**config.mk**
```make
export PLATFORM = sky130hd
export DESIGN_NAME = unidade_controle
export DESIGN_NICKNAME = d
export VERILOG_FILES = /design/src/rtl/cpu_pkg.sv /design/src/rtl/decodificador_instr.sv /design/src/rtl/unidade_controle.sv
export SDC_FILE = /design/constraint.sdc
export NUM_CORES = 1
export LEC_CHECK = 0
export ABC_CLOCK_PERIOD_IN_PS = 3400
export CORE_ASPECT_RATIO = 1.2
export CORE_MARGIN = 3
export CORE_UTILIZATION = 48
export CTS_CLUSTER_SIZE = 12
export DETAILED_ROUTE_END_ITERATION = 12
export HOLD_SLACK_MARGIN = 0.08
export PLACE_DENSITY = 0.94
export SLEW_MARGIN = 15
export SYNTH_ARGS = -nofsm -noshare
export SYNTH_HDL_FRONTEND = slang
export SYNTH_SLANG_ARGS = --single-unit
```
**constraint.sdc**
```tcl
create_clock -name clk -period 3.4 [get_ports clk]
set_input_delay 0.68 -clock clk [delete_from_list [all_inputs] [get_ports clk]]
set_output_delay 0.68 -clock clk [all_outputs]
set_load 0.05 [all_outputs]
```
**src/rtl/cpu_pkg.sv**
```systemverilog
// cpu_pkg: opcodes, ALU encodings, FSM states and instruction field positions
package cpu_pkg;
    localparam logic [3:0] OP_LAST_ALU = 4'd5;
    localparam logic [3:0] OP_ADDI     = 4'd6;
    localparam logic [3:0] OP_LI       = 4'd7;
    localparam logic [3:0] OP_JMP      = 4'd8;
    localparam logic [3:0] OP_BEQZ     = 4'd9;
    localparam logic [3:0] OP_HALT     = 4'd15;

    localparam logic [2:0] ALU_ADD    = 3'd0;
    localparam logic [2:0] ALU_SUB    = 3'd1;
    localparam logic [2:0] ALU_AND    = 3'd2;
    localparam logic [2:0] ALU_OR     = 3'd3;
    localparam logic [2:0] ALU_XOR    = 3'd4;
    localparam logic [2:0] ALU_SLT    = 3'd5;
    localparam logic [2:0] ALU_PASS_A = 3'd6;
    localparam logic [2:0] ALU_PASS_B = 3'd7;

    localparam int OP_LSB = 12;
    localparam int RC_LSB = 8;
    localparam int RA_LSB = 4;
    localparam int RB_LSB = 0;
    localparam int IMM_W  = 8;

    typedef enum logic [2:0] {
        S_FETCH,
        S_DECODE,
        S_EXECUTE,
        S_WRITEBACK,
        S_HALT
    } state_t;
endpackage

```
**src/rtl/decodificador_instr.sv**
```systemverilog
// decodificador_instr: combinational instruction decode into bank, ALU and control fields
module decodificador_instr
    import cpu_pkg::*;
(
    input  logic [15:0] ir,
    output logic [3:0]  regA,
    output logic [3:0]  regB,
    output logic [3:0]  regC,
    output logic [15:0] imediato,
    output logic        flagImediato,
    output logic [2:0]  alu_op,
    output logic        we,
    output logic        jmp,
    output logic        br,
    output logic        halt
);
    logic [3:0] op;
    logic [3:0] rc;

    always_comb begin
        op           = ir[OP_LSB +: 4];
        rc           = ir[RC_LSB +: 4];
        regA         = ir[RA_LSB +: 4];
        // ADDI and BEQZ read rc through the B port
        regB         = (op == OP_ADDI || op == OP_BEQZ) ? rc : ir[RB_LSB +: 4];
        regC         = rc;
        imediato     = {{(16-IMM_W){ir[IMM_W-1]}}, ir[IMM_W-1:0]};
        flagImediato = op == OP_ADDI || op == OP_LI;
        alu_op       = op <= OP_LAST_ALU ? op[2:0] :
                       op == OP_LI       ? ALU_PASS_A :
                       op == OP_BEQZ     ? ALU_PASS_B : ALU_ADD;
        we           = op <= OP_LI;
        jmp          = op == OP_JMP;
        br           = op == OP_BEQZ;
        halt         = op == OP_HALT;
    end
endmodule

```
**src/rtl/unidade_controle.sv**
```systemverilog
// unidade_controle: multi-cycle FETCH/DECODE/EXECUTE/WRITEBACK sequencer owning the PC
module unidade_controle
    import cpu_pkg::*;
#(
    parameter int PC_W = 8
) (
    input  logic            clk,
    input  logic            rst_n,
    output logic [PC_W-1:0] pc,
    input  logic [15:0]     instr,
    input  logic [15:0]     alu_res,
    input  logic            alu_zero,
    output logic [3:0]      regA,
    output logic [3:0]      regB,
    output logic [3:0]      regC,
    output logic            RW,
    output logic [15:0]     imediato,
    output logic            flagImediato,
    output logic [15:0]     dado,
    output logic [2:0]      alu_op,
    output logic            halted
);
    state_t      state;
    logic [15:0] ir;
    logic [15:0] dec_in;
    logic        zero;
    logic        we;
    logic        jmp;
    logic        br;
    logic        halt;

    // the bank samples operands at the end of DECODE, before IR is loaded
    assign dec_in = state == S_DECODE ? instr : ir;

    decodificador_instr u_dec (
        .ir           (dec_in),
        .regA         (regA),
        .regB         (regB),
        .regC         (regC),
        .imediato     (imediato),
        .flagImediato (flagImediato),
        .alu_op       (alu_op),
        .we           (we),
        .jmp          (jmp),
        .br           (br),
        .halt         (halt)
    );

    always_ff @(posedge clk or negedge rst_n) begin
        if (!rst_n) begin
            state  <= S_FETCH;
            pc     <= '0;
            ir     <= '0;
            dado   <= '0;
            zero   <= 1'b0;
            RW     <= 1'b0;
            halted <= 1'b0;
        end else begin
            case (state)
                S_FETCH:   state <= S_DECODE;
                S_DECODE: begin
                    ir    <= instr;
                    state <= S_EXECUTE;
                end
                S_EXECUTE: begin
                    dado  <= alu_res;
                    zero  <= alu_zero;
                    RW    <= we;
                    state <= S_WRITEBACK;
                end
                S_WRITEBACK: begin
                    RW     <= 1'b0;
                    pc     <= halt ? pc : (jmp || (br && zero)) ? PC_W'(ir[IMM_W-1:0]) : pc + PC_W'(1);
                    halted <= halt;
                    state  <= halt ? S_HALT : S_FETCH;
                end
                default: ;
            endcase
        end
    end
endmodule

```
==> metrics <==
FF+latch count, synth 46; Clock Root Buffer clkbuf_8; cell with the most instances after synthesis dfrtp_1; worst clock skew 0.009899 ns; global-route wire length before repair 10730 µm; Post-Syn Area 2476 µm²; clk_lat worst skew 0.30 ns; worst hold path depth 2; starting density of the core 49.77%; chip width 71.57 µm; share of layout cells above drive strength 1 20.85%; r2r setup slk 1.08 ns; Max Cap Viol 0; Tmin final 3.225 ns; hold_buf cts 0; CP endpoint kind output port; clk sinks 46; top cells by area, synth dfrtp_1, mux2_2, buf_4, nand2_1, a2111oi_4; Worst Reg2Reg Path Length in Cells 5; Netlist cell types 45; htree depth 2; final RePlAce weighted congestion 0.9052; initial antenna violation count 0; final-stage net count 342; CTS clk-pin slew, worst paths 0.08 ns; via count 2117; Total GRT Usage 22.18%; worst-path maximum fanout 5; num ports 93; Longest Clk Path Bufs 2; area leader, netlist dfrtp_1; die area 6060 µm²; syn avg cell area 10.49 µm²; DR DRC count 0; EDFF count, synth 0; mean routed wirelength per cell 17.49 µm; final setup fails 0; Area growth syn-to-layout 39.82%; unrepaired setup endpoints after global routing no; DP HPWL 4608 µm; fillcell total 312; vias per cell 5.768; Worst Max-Slew Pin Slew 1.019 ns; HP Class flip-flop to flip-flop; Max Clock Freq 0.3101 GHz; routed wire length 6418 µm; largest net degree at the start of global routing 47; YS warnings 0; run status completed; CTS tree done; dominant synthesized flop cell dfrtp_1; sequential area share after synthesis 46.49%; Iteration-0 DRC Markers 108; First-pass DRT Iterations 4; slew margin rel. 32.09%; FFs w/ async S/R, synth 100.0%; required time worst endpoint 2.72 ns; postcts setup bufs 0; post-CTS sizing 0; Setup Crit Path Kind input port to output port; Fin. Hold Viols 0; Slew Viols, Final 0; TritonCTS Buffers 5; ANT nets after route 0; top cells by count, synth dfrtp_1, nand2_1, buf_4, mux2_2; Synth Net Count 272; setup TNS 0 ns; Post-Synthesis Cells 236; core area 4975 µm²; vias in the first global route 2223; Yosys top cell area share 46.49%; number of port buffers 92; Crit path arrival time 2.55 ns; Die Span Y 84.68 µm; Worst setup SP type input port; final critical-path share of the clock period 94.86%; row count 28; ANT cells 0; global route overflow 0
registers in the layout, summed over array words and instances, names as in the netlist:
signal	count
state	3
ir	16
RW	1
zero	1
dado	16
halted	1
pc	8
logic make-up after synthesis:
kind of cell / Yosys count / share of synthesized area (%)
compound gates: 32 / 11.02
xor+xnor: 1 / 0.3538
fa+ha+maj: 1 / 0.5052
flops: 46 / 46.49
mux: 30 / 13.69
simple gates: 87 / 17.74
buf+inv: 39 / 10.21
layer usage:
layer	up-vias	wire length, µm	global-route usage (%)
met1	1020	2422	26.04
li1	956	-	-
met5	-	0	0
met3	21	662	8.862
met2	120	3182	36.45
met4	0	149	7.863
cell usage in the layout (no fill, tap or decap), types with 4 or more instances in the layout:
| master | n |
|---|---|
| buf_12 | 12 |
| nand2_1 | 45 |
| o21ai_0 | 5 |
| mux2i_1 | 4 |
| nand3_1 | 7 |
| dfrtp_1 | 46 |
| clkdlybuf4s50_1 | 71 |
| inv_1 | 6 |
| buf_4 | 12 |
| mux2_2 | 24 |
| nor2_1 | 5 |
| clkbuf_8 | 6 |
| nand4_1 | 7 |
metrics by stage:
| stage | area [µm²] | hold WS, ns | std cells | util, % | setup WS [ns] |
|---|---|---|---|---|---|
| after floorplan | 2476 | 0.3844 | 236 | - | 0.3402 |
| after CTS | 3462 | 0.4886 | 367 | 69.59 | 0.1873 |
| after detailed placement | 3367 | 0.4699 | 359 | 67.68 | 0.2010 |
| after global placement | 3367 | 0.4646 | 359 | 67.68 | 0.2847 |
| final | 3462 | 0.4844 | 367 | 69.59 | 0.1747 |
| after global routing | 3462 | 0.5303 | 367 | 69.59 | 0.03851 |
final timing paths:
path,end,start
setup / recovery,regB[2],instr[14]
hold / removal,RW,RW
setup reg to reg,pc[6],state[0]
hold reg to reg,RW,RW
max in group asynchronous,pc[7],rst_n
min in group asynchronous,dado[15],rst_n
worst max-delay path, stage by stage:
cell	delay, ns
clkdlybuf4s50_1	0.56
nand2_1	0.09
or3_1	0.31
a31oi_1	0.20
buf_4	0.17
mux2_2	0.34
buf_4	0.19
cell type report:
type                            instances  area, µm²  share of cell area [%]
Sequential cell                        46       1151                   33.25
Inverter                                6      22.52                  0.6505
Clock buffer                            6      82.58                   2.385
Clock inverter                          2      12.51                  0.3614
Timing Repair Buffer                   96       1046                   30.21
Tap cell                               60      75.07                   2.168
Multi-Input combinational cell        151       1072                   30.97
Power is left out: the tool's default activity adds up to more than one toggle a clock period on the data nets, which glitch-free logic cannot reach.
